$ cat config.mk
export PLATFORM = sky130hd
export DESIGN_NAME = motion_delta_extractor_flat
export DESIGN_NICKNAME = d
export VERILOG_FILES = /design/src/rtl/motion_delta_if.sv /design/src/rtl/motion_delta_extractor.sv /design/src/flat_wrapper.sv
export SDC_FILE = /design/constraint.sdc
export NUM_CORES = 1
export LEC_CHECK = 0
export ABC_AREA = 1
export CAP_MARGIN = 40
export CORE_ASPECT_RATIO = 1.2
export CORE_MARGIN = 2
export CORE_UTILIZATION = 45
export DETAILED_ROUTE_END_ITERATION = 8
export DONT_BUFFER_PORTS = 1
export PLACE_DENSITY_LB_ADDON = 0.1
export SLEW_MARGIN = 20
export SYNTH_ARGS = -nofsm -noshare
export SYNTH_HDL_FRONTEND = slang
export SYNTH_SLANG_ARGS = --single-unit
$ cat constraint.sdc
create_clock -name clk -period 4.4 [get_ports clk]
set_input_delay 0.66 -clock clk [delete_from_list [all_inputs] [get_ports clk]]
set_output_delay 0.66 -clock clk [all_outputs]
set_load 0.05 [all_outputs]
$ cat src/rtl/motion_delta_if.sv
// motion_delta_if: position-sample input stream and gesture delta output
// of the motion delta extractor. The master drives samples; the slave
// (the extractor) returns the delta pulse and busy.
interface motion_delta_if #(
    parameter int COORD_BITS = 10,
    parameter int DATA_BITS  = 16
);
    logic                        pos_valid;
    logic                        pos_present;
    logic        [COORD_BITS-1:0] pos_x;
    logic        [COORD_BITS-1:0] pos_y;
    logic                        delta_valid;
    logic signed [DATA_BITS-1:0]  delta_x;
    logic signed [DATA_BITS-1:0]  delta_y;
    logic                        busy;

    modport master (
        output pos_valid, pos_present, pos_x, pos_y,
        input  delta_valid, delta_x, delta_y, busy
    );

    modport slave (
        input  pos_valid, pos_present, pos_x, pos_y,
        output delta_valid, delta_x, delta_y, busy
    );
endinterface

$ cat src/rtl/motion_delta_extractor.sv
// motion_delta_extractor: follows one tracked object from its first
// present sample until it disappears or MAX_SAMPLES is reached, then
// emits a single signed movement vector (x right-positive, y up-positive).
// Short or small gestures are dropped.
// Optional build macro DELTA_DEADZONE_EN: zero the minor axis when it is
// less than half of the major axis.
module motion_delta_extractor #(
    parameter int DATA_BITS   = 16,
    parameter int COORD_BITS  = 10,
    parameter int MIN_SAMPLES = 4,
    parameter int MAX_SAMPLES = 64,
    parameter int MIN_DIST    = 16
) (
    input  logic              clk,
    input  logic              rst_n,
    motion_delta_if.slave     bus
);
    localparam int CW = $clog2(MAX_SAMPLES + 1);
    // one extra bit so |dx|+|dy| and 2*|d| cannot wrap
    localparam int MW = DATA_BITS + 1;

    typedef enum logic [1:0] {IDLE, TRACK, HOLDOFF} state_t;

    state_t                      state_q, state_d;
    logic        [CW-1:0]         count_q, count_d;
    logic        [COORD_BITS-1:0] start_x_q, start_x_d, start_y_q, start_y_d;
    logic        [COORD_BITS-1:0] last_x_q, last_x_d, last_y_q, last_y_d;
    logic                        delta_valid_q, delta_valid_d;
    logic signed [DATA_BITS-1:0]  delta_x_q, delta_x_d, delta_y_q, delta_y_d;

    logic        [COORD_BITS-1:0] eval_x, eval_y;
    logic        [CW-1:0]         eval_count;
    logic signed [DATA_BITS-1:0]  dx, dy, out_dx, out_dy;
    logic        [MW-1:0]         adx, ady;
    logic                        gesture_ok;
    logic                        evaluate;

    function automatic logic signed [DATA_BITS-1:0] zext(input logic [COORD_BITS-1:0] c);
        return $signed({{(DATA_BITS - COORD_BITS){1'b0}}, c});
    endfunction

    function automatic logic [MW-1:0] abs_ext(input logic signed [DATA_BITS-1:0] v);
        logic signed [MW-1:0] w;
        w = {v[DATA_BITS-1], v};
        if (w < 0) w = -w;
        return w;
    endfunction

    function automatic logic [CW-1:0] sat_inc(input logic [CW-1:0] c);
        return (c >= CW'(MAX_SAMPLES)) ? c : c + CW'(1);
    endfunction

    // Gesture evaluation datapath: a present sample contributes its own
    // coordinates, an absent one uses the last present position.
    always_comb begin
        eval_x     = bus.pos_present ? bus.pos_x : last_x_q;
        eval_y     = bus.pos_present ? bus.pos_y : last_y_q;
        eval_count = bus.pos_present ? sat_inc(count_q) : count_q;
        dx         = zext(eval_x) - zext(start_x_q);
        dy         = zext(start_y_q) - zext(eval_y);
        adx        = abs_ext(dx);
        ady        = abs_ext(dy);
        gesture_ok = (eval_count >= CW'(MIN_SAMPLES)) && ((adx + ady) >= MW'(MIN_DIST));
        out_dx     = dx;
        out_dy     = dy;
`ifdef DELTA_DEADZONE_EN
        if ((adx << 1) < ady) out_dx = '0;
        if ((ady << 1) < adx) out_dy = '0;
`endif
    end

    // Next-state and output logic; pos_valid=0 leaves everything untouched.
    always_comb begin
        state_d       = state_q;
        count_d       = count_q;
        start_x_d     = start_x_q;
        start_y_d     = start_y_q;
        last_x_d      = last_x_q;
        last_y_d      = last_y_q;
        delta_valid_d = 1'b0;
        delta_x_d     = delta_x_q;
        delta_y_d     = delta_y_q;
        evaluate      = 1'b0;
        case (state_q)
            IDLE: begin
                if (bus.pos_valid && bus.pos_present) begin
                    start_x_d = bus.pos_x;
                    start_y_d = bus.pos_y;
                    last_x_d  = bus.pos_x;
                    last_y_d  = bus.pos_y;
                    count_d   = CW'(1);
                    state_d   = TRACK;
                end
            end
            TRACK: begin
                if (bus.pos_valid) begin
                    if (bus.pos_present) begin
                        last_x_d = bus.pos_x;
                        last_y_d = bus.pos_y;
                        count_d  = eval_count;
                        if (eval_count == CW'(MAX_SAMPLES)) begin
                            evaluate = 1'b1;
                            state_d  = HOLDOFF;
                        end
                    end else begin
                        evaluate = 1'b1;
                        count_d  = '0;
                        state_d  = IDLE;
                    end
                end
            end
            HOLDOFF: begin
                if (bus.pos_valid && !bus.pos_present) begin
                    count_d = '0;
                    state_d = IDLE;
                end
            end
            default: state_d = IDLE;
        endcase
        if (evaluate && gesture_ok) begin
            delta_valid_d = 1'b1;
            delta_x_d     = out_dx;
            delta_y_d     = out_dy;
        end
    end

    // Control and output registers, cleared asynchronously.
    always_ff @(posedge clk or negedge rst_n) begin
        if (!rst_n) begin
            state_q       <= IDLE;
            count_q       <= '0;
            delta_valid_q <= 1'b0;
            delta_x_q     <= '0;
            delta_y_q     <= '0;
        end else begin
            state_q       <= state_d;
            count_q       <= count_d;
            delta_valid_q <= delta_valid_d;
            delta_x_q     <= delta_x_d;
            delta_y_q     <= delta_y_d;
        end
    end

    // Coordinate registers; always written at a start sample before use.
    always_ff @(posedge clk) begin
        start_x_q <= start_x_d;
        start_y_q <= start_y_d;
        last_x_q  <= last_x_d;
        last_y_q  <= last_y_d;
    end

    assign bus.delta_valid = delta_valid_q;
    assign bus.delta_x     = delta_x_q;
    assign bus.delta_y     = delta_y_q;
    assign bus.busy        = (state_q != IDLE);
endmodule
$ cat src/flat_wrapper.sv
// flat-port wrapper written by rule: the top's interface ports become plain ports
module motion_delta_extractor_flat 
#(
    parameter int DATA_BITS   = 16,
    parameter int COORD_BITS  = 10,
    parameter int MIN_SAMPLES = 4,
    parameter int MAX_SAMPLES = 64,
    parameter int MIN_DIST    = 16
)
  (clk, rst_n, bus_pos_valid, bus_pos_present, bus_pos_x, bus_pos_y, bus_delta_valid, bus_delta_x, bus_delta_y, bus_busy);
  motion_delta_if #(.COORD_BITS(COORD_BITS), .DATA_BITS(DATA_BITS)) bus_i ();
  input  logic clk;
  input  logic rst_n;
  input wire logic [$bits(bus_i.pos_valid)-1:0] bus_pos_valid;
  input wire logic [$bits(bus_i.pos_present)-1:0] bus_pos_present;
  input wire logic [$bits(bus_i.pos_x)-1:0] bus_pos_x;
  input wire logic [$bits(bus_i.pos_y)-1:0] bus_pos_y;
  output wire logic [$bits(bus_i.delta_valid)-1:0] bus_delta_valid;
  output wire logic [$bits(bus_i.delta_x)-1:0] bus_delta_x;
  output wire logic [$bits(bus_i.delta_y)-1:0] bus_delta_y;
  output wire logic [$bits(bus_i.busy)-1:0] bus_busy;
  assign bus_i.pos_valid = bus_pos_valid;
  assign bus_i.pos_present = bus_pos_present;
  assign bus_i.pos_x = bus_pos_x;
  assign bus_i.pos_y = bus_pos_y;
  assign bus_delta_valid = bus_i.delta_valid;
  assign bus_delta_x = bus_i.delta_x;
  assign bus_delta_y = bus_i.delta_y;
  assign bus_busy = bus_i.busy;
  motion_delta_extractor #(.DATA_BITS(DATA_BITS), .COORD_BITS(COORD_BITS), .MIN_SAMPLES(MIN_SAMPLES), .MAX_SAMPLES(MAX_SAMPLES), .MIN_DIST(MIN_DIST)) u_core (.clk(clk), .rst_n(rst_n), .bus(bus_i));
endmodule
==> results.txt, run 1 <==
The remaining antenna violation count after routing is 0. The via count of the first global-routing pass was 5,094. In this run, CTS created clock tree buffers numbering 9. The layout overhead on the synthesized area is 32.4%. The worst setup slack before clock tree synthesis came out at -0.419 ns. The via total after detailed routing is 5,263. The clock insertion delay at the later pin of the skew report is 0.35 ns.

The highest attainable clock frequency came out at 0.231 GHz. The final routed DRC violation total is 0. The number of distinct standard cells referenced by the synthesized netlist is 42. The max-slew violation total from the final report is 0. Ranked by total cell area, the synthesized netlist is headed by sky130_fd_sc_hd__edfxtp_1 (21%), sky130_fd_sc_hd__nand2_1 (15%), sky130_fd_sc_hd__dfrtp_1 (14%), sky130_fd_sc_hd__ha_1 (9.6%), sky130_fd_sc_hd__inv_1 (8.9%). In this run the core area contains 45 standard-cell rows. Grouping stages by cell kind, the critical path spends the most delay in simple AND/OR/NAND/NOR gates. The effective utilization at floorplan came out at 0.461.

For this run, the register share of the synthesized area comes to 0.343. In the synthesized netlist the async set-or-reset flop fraction comes to 0.444. The proportion of layout cells with a drive suffix above 1 came out at 0.296. For this run, the slowest stage of the critical path takes 0.30 ns. Max-cap violations in this run came to 0. The critical path contains buffers and inverters numbering 6 combined.

Counting cells, the worst reg-to-reg path comes to 32. The final estimated routing congestion in global placement came out at 0.907. On the critical path, the stage with the largest delay is an instance of sky130_fd_sc_hd__ha_4. After synthesis the netlist holds a flip-flop and latch count of 72. The area enclosed by the die boundary is 13,900 sq um. The combined global-route utilization of all metal layers is 0.218. For this block, the initial DRC count from the detailed router was 199.

The adder and majority gate portion of the synthesized area came out at 0.107. The count of yosys warnings during synthesis is 0. The top fanout value on the critical path is 20.

The reg-to-reg setup timing slack came out at 0.27 ns. The required time at the endpoint of the critical path is 4.63 ns. The maximum number of pins on one net before global-route repair came out at 27. The path class of the tightest hold or removal check is input port to asynchronous set/reset pin. In the final routed layout, each cell accounts on average for 14.4 microns. STA puts the critical path data arrival time at 4.56 ns. The worst setup path is launched from an input port. The number of clock sinks is 72. The total overflow reported by the global router is 0. After synthesis, the largest family of logic cells by area is simple AND/OR/NAND/NOR gates.

The tightest slew margin relative to the limit is 0.462. The clock transition time at the flip-flop clock pins of the worst setup and hold paths is 0.06 ns. The leading register cell type out of synthesis is sky130_fd_sc_hd__edfxtp_1. The synthesized netlist cell count came out at 799. The worst path meets setup with 0.0720 ns of slack. The final net count came out at 977. Setup total negative slack on the finished layout was measured at 0 ns. The final period utilization came out at 0.984. Wires add up to 15,400 microns. After synthesis, the share of cell area in mux cells is 0.0172. The number of antenna violations at the first check in global routing came out at 0.

For the finished layout, the period the worst path requires is 4.33 ns. The library cell used most frequently in the layout, excluding fill and tap cells, is sky130_fd_sc_hd__nand2_1. The number of fill cells in the layout is 1,170. The flow ran to the end, and the final reports show no timing, DRC or antenna violations. Measured along the x axis, the die boundary spans 108 microns. The number of top-level design ports is 58. The per-instance average area after synthesis came out at 7.30 sq um.

The post-DP HPWL is 11,300 microns. The area fraction in compound gates after synthesis is 0.0798. The reg-to-reg startpoint is u_core.last_x_q[0].

The cell with the most instances on the worst path is sky130_fd_sc_hd__nand2_2. During placement, the flow inserted port buffers numbering 0. The area share of the largest cell type after synthesis is 0.206. The detailed-router iteration count before antenna repair is 6. Setup repair after global routing could not meet its margin everywhere.

The post-synthesis cell area is 5840 sq um. The number of setup violations in the final report is 0. Of the total synthesized cell area, the portion taken by XOR and XNOR cells is 0.0463.

The number of flops mapped to enable cells by yosys came out at 40. The area inside the core boundary is 12,700 sq um. The number of diodes added for antenna fixing came out at 0. The critical path is of the input port to flip-flop type. The library cells used most frequently in the layout, excluding fill and tap cells, are sky130_fd_sc_hd__nand2_1 (200), sky130_fd_sc_hd__inv_1 (127), sky130_fd_sc_hd__buf_4 (97). The area share of and/or/nand/nor cells after synthesis is 0.286. The clock skew after layout is 0.00705 ns.

The largest total area in the synthesized netlist belongs to sky130_fd_sc_hd__edfxtp_1. The TritonCTS clock tree is done. The count of H-tree levels built during CTS came out at 3. STA classifies the critical path endpoint as a flip-flop. Counting along the longest clock path gives a buffer depth of 2.

For the pin with the worst max-slew slack, the measured transition is 0.813 ns. In this run the critical register-to-register path is captured at u_core.bus.delta_x[4]. The vertical extent of the die is 129 microns. The total count of hold-check failures in the final report came out at 0. The wire length of the first global-routing pass came out at 23,900 microns. Clock tree synthesis selected as its root buffer the cell sky130_fd_sc_hd__clkbuf_16. The mean number of vias per cell came out at 4.90.
[cell type report]
cell class | instances | area (sq um) | area share
inverters | 141 | 543 | 0.0703
flip-flops and latches | 72 | 2000 | 0.259
clock buffers | 10 | 229 | 0.0296
clock inverters | 6 | 50.0 | 0.00648
well taps | 164 | 205 | 0.0266
repair buffers | 111 | 963 | 0.125
multi-input cells | 570 | 3730 | 0.483
[layer usage]
| metal | global-route usage | share of wire | vias to the layer above |
|---|---|---|---|
| li1 | - | - | 2738 |
| met1 | 0.273 | 0.43 | 2427 |
| met5 | 0 | 0 | - |
| met4 | 0.0784 | 0.030 | 0 |
| met2 | 0.373 | 0.51 | 69 |
| met3 | 0.0426 | 0.028 | 29 |
[state kept, by name (all words and copies together) (netlist names)]
| register | cells |
|---|---|
| u_core.last_y_q | 10 |
| u_core.bus.delta_y | 11 |
| u_core.start_y_q | 10 |
| u_core.last_x_q | 10 |
| u_core.count_q | 7 |
| u_core.bus.delta_valid | 1 |
| u_core.start_x_q | 10 |
| u_core.bus.delta_x | 11 |
| u_core.state_q | 2 |
[synth_stat cells (all sizes together) (2+ instances only)]
cell    instances
ha             45
and2            2
nand4           9
nand3b          3
o21ai          49
xor2           25
nor2           39
mux2i          10
clkbuf          5
fa              3
edfxtp         40
buf            20
xnor2           5
a21oi          26
dfrtp          32
nand2         249
nand3          71
nor3            9
inv           141
or2             3
a31oi           2
o22ai           4
a21o            2
[per-stage QoR]
stage	std cells	hold WS [ns]	cell area, sq um	utilization
floorplan	808	0.364	5890	-
global placement	1036	0.366	6620	0.523
detailed placement	1038	0.366	6640	0.524
CTS	1055	0.000302	6950	0.549
global route	1074	0.134	7730	0.610
finish	1074	0.135	7730	0.610
[logic make-up after synthesis]
logic type | Yosys count
other cells | 1
xor+xnor | 30
compound gates | 86
simple gates | 386
flops | 72
fa+ha+maj | 48
buf+inv | 166
mux | 10
[how the worst max path moves through the flow]
| stage | cells after the start | start | endpoint | slack (ns) |
|---|---|---|---|---|
| floorplan | 34 | bus_pos_present | u_core.bus.delta_y[4] | 0.02 |
| global placement | 26 | bus_pos_present | u_core.bus.delta_x[7] | -0.32 |
| detailed placement | 32 | bus_pos_present | u_core.bus.delta_y[10] | -0.42 |
| CTS | 24 | bus_pos_present | u_core.bus.delta_y[10] | 0.0008 |
| global route | 33 | bus_pos_present | u_core.bus.delta_x[5] | -0.18 |
| finish | 27 | bus_pos_present | u_core.bus.delta_x[5] | 0.07 |
[what timing repair did]
action	4_1_cts	5_1_grt
gates cloned	0	5
pin swaps	1	44
buffers inserted	0	12
setup endpoints to repair	22	23
endpoints found under the hold margin	7	23
hold buffers	1	2
gates resized for setup	5	140
Power of run 1 is not shown: default switching activity piles up to over one toggle a cycle in this logic, so the estimate is an artifact.
==> run 2, diff against run 1 <==
--- a/config.mk
+++ b/config.mk
@@ -13,6 +13,7 @@
 export DETAILED_ROUTE_END_ITERATION = 8
 export DONT_BUFFER_PORTS = 1
 export PLACE_DENSITY_LB_ADDON = 0.1
+export SETUP_SLACK_MARGIN = 0.02
 export SLEW_MARGIN = 20
 export SYNTH_ARGS = -nofsm -noshare
 export SYNTH_HDL_FRONTEND = slang
==> run 2 against run 1 <==
Count of clock-buffer cells in the layout stayed put. Maximum frequency grew 0.90%. Utilization about the same. Via count up 1.9%. Design area hardly changed. Global-route usage about the same. Register-to-register slack worse by 0.10 ns. Largest cell class unchanged.
==> results.txt, run 2 (synthesis results as in run 1) <==
The wire length of the first global-routing pass was 23,800 microns (was 23,900 microns). The via count of the first global-routing pass was 5,109 (was 5,094). The placed standard-cell area came out at 6600 sq um (was 6640 sq um). The type of element capturing the critical path was a flip-flop (unchanged).

The TritonCTS clock tree is done (unchanged). The combined global-route utilization of all metal layers came out at 0.217 (was 0.218). The area enclosed by the die boundary is 13,900 sq um (unchanged). The final net count came to 983 (was 977).

The final non-filler cell total is 1,080 (was 1,074). The worst min-delay path category was input port to flip-flop (was input port to asynchronous set/reset pin). The number of clock sinks came out at 72 (unchanged).

The number of fill cells in the layout came out at 1,147 (was 1,170). The count of H-tree levels built during CTS is 3 (unchanged). The required time at the endpoint of the critical path came to 4.68 ns (was 4.63 ns). The placement row count is 45 (unchanged).

The number of DRC violations after detailed-routing iteration 0 came out at 245 (was 199). The cell at the root of the clock tree is sky130_fd_sc_hd__clkbuf_16 (unchanged). The vertical extent of the die is 129 microns (unchanged).

The tightest slew margin relative to the limit is 0.462 (about the same). The met3 usage in global routing is 0.0431 (was 0.0426). The met2 routing resource usage after global routing came out at 0.370 (was 0.373). The area inside the core boundary came out at 12,700 sq um (unchanged).

Status: complete, no violations (unchanged). The pin slew with the least headroom to its limit came to 0.813 ns (about the same). The number of max-cap violations came to 0 (unchanged). The clock insertion delay at the later pin of the skew report came out at 0.34 ns (was 0.35 ns). The kind of launch point of the worst setup path is an input port (unchanged). The remaining antenna violation count after routing came out at 0 (unchanged). The minimum clock period after layout is 4.29 ns (was 4.33 ns). The routed wirelength normalized by instance count came out at 14.4 microns (about the same). The total placed cells including tap cells came out at 1,036 (was 1,038).

The number of top-level design ports came to 58 (unchanged). The clock buffer count from CTS came out at 9 (unchanged). The detailed-router iteration count before antenna repair came to 5 (was 6). The worst-case hold slack is 0.406 ns (was 0.135 ns). The horizontal die dimension is 108 microns (unchanged). The max-slew violation total from the final report is 0 (unchanged). The maximum cell stage delay along the critical path is 0.41 ns (was 0.30 ns). Most frequent cells in the layout: sky130_fd_sc_hd__nand2_1 (199), sky130_fd_sc_hd__inv_1 (124), sky130_fd_sc_hd__buf_4 (104) (was sky130_fd_sc_hd__nand2_1 (200), sky130_fd_sc_hd__inv_1 (127), sky130_fd_sc_hd__buf_4 (97)). The proportion of layout cells with a drive suffix above 1 came to 0.298 (was 0.296).

The maximum number of pins on one net before global-route repair is 25 (was 27). The total wire length after detailed routing is 15,600 microns (was 15,400 microns). The met1 track demand over resource in global routing came out at 0.268 (was 0.273).

The layer carrying the most global-route usage is met2 (unchanged). The layout overhead on the synthesized area is 32.4% (about the same). Setup repair after global routing missed its margin: true (unchanged). The final estimated routing congestion in global placement is 0.950 (was 0.907). The post-route cell area is 7730 sq um (about the same). The total overflow reported by the global router came out at 0 (unchanged). The most frequent standard cell in the layout excluding fill and tap cells was sky130_fd_sc_hd__nand2_1 (unchanged).

The highest attainable clock frequency came out at 0.233 GHz (was 0.231 GHz). The number of diodes added for antenna fixing came out at 0 (unchanged). The effective utilization at floorplan is 0.461 (unchanged). The clock transition time at the flip-flop clock pins of the worst setup and hold paths came out at 0.06 ns (about the same). The number of buffers on the longest clock path is 2 (unchanged). The number of setup violations in the final report is 0 (unchanged). The class of the most critical setup path is input port to flip-flop (unchanged).

The total count of hold-check failures in the final report was 0 (unchanged). The cell with the largest stage delay on the worst path is sky130_fd_sc_hd__fa_2 (was sky130_fd_sc_hd__ha_4). The cell with the most instances on the worst path is sky130_fd_sc_hd__nand2_1 (was sky130_fd_sc_hd__nand2_2). The mean number of vias per cell came out at 4.97 (was 4.90).

The final period utilization came out at 0.975 (was 0.984). The post-DP HPWL is 11,300 microns (about the same). The number of antenna violations at the first check in global routing came out at 0 (unchanged). The number of input and output port buffers inserted is 0 (unchanged). The clock skew after layout is 0.00637 ns (was 0.00705 ns). The accumulated negative setup slack is 0 ns (unchanged).

The via total after detailed routing is 5,364 (was 5,263). The arrival time at the worst endpoint was 4.57 ns (was 4.56 ns). The top fanout value on the critical path came out at 20 (unchanged). The final routed DRC violation total is 0 (unchanged).
## run 2: cell count changes in the layout (fill, tap and decap cells not counted), sizes merged
cell / change
bufinv: +1
clkinv: +1
dlygate4sd3: +4
inv: -1
clkinvlp: -1
clkbuf: -2
buf: +4
## run 2: critical path, delay by kind of cell
kind | cells | cell delay (ns)
AO/OA/AOI/OAI | 2 | 0.38
XOR/XNOR | 2 | 0.44
adder cells (fa/ha/maj) | 3 | 0.96
buffers and inverters | 7 | 0.66
AND/OR/NAND/NOR | 16 | 1.44
## run 2: timing repair
item,4_1_cts,5_1_grt
hold buffers,1,5
buffers inserted,0,20
setup endpoints to repair,11,23
cloned,0,2
gates resized for setup,2,144
endpoints found under the hold margin,10,9
pin swaps,0,59
## run 2: worst paths after layout
check	end	cells after the start	slack (ns)	from
setup / recovery	u_core.bus.delta_y[9]	30	0.11	bus_pos_present
hold / removal	u_core.start_x_q[7]	0	0.41	bus_pos_x[7]
setup reg to reg	u_core.bus.delta_y[9]	26	0.17	u_core.last_x_q[0]
hold reg to reg	u_core.bus.delta_y[10]	2	0.49	u_core.bus.delta_y[10]
max in group asynchronous	u_core.count_q[4]	1	3.19	rst_n
min in group asynchronous	u_core.count_q[5]	1	0.57	rst_n
## run 2: cell type report
type	count	area [sq um]	area share
inverter	141	538	0.0696
tap	164	205	0.0266
timing repair buffer	117	950	0.123
clock buffer	10	229	0.0296
multi-input combinational	570	3730	0.483
clock inverter	6	67.6	0.00874
sequential	72	2000	0.259
## run 2: metal layers
metal | wire (microns) | up-vias | part of all wire
li1 | - | 2752 | -
met1 | 6630 | 2471 | 0.43
met2 | 7760 | 108 | 0.50
met3 | 592 | 33 | 0.038
met4 | 603 | 0 | 0.039
met5 | 0 | - | 0
## run 2: through the flow
step	setup slack, ns	util
floorplan	0.0233	-
global placement	-0.286	0.520
detailed placement	-0.363	0.521
CTS	0.0371	0.546
global route	-0.119	0.610
finish	0.111	0.610
Power of run 2 is left out for the same reason.
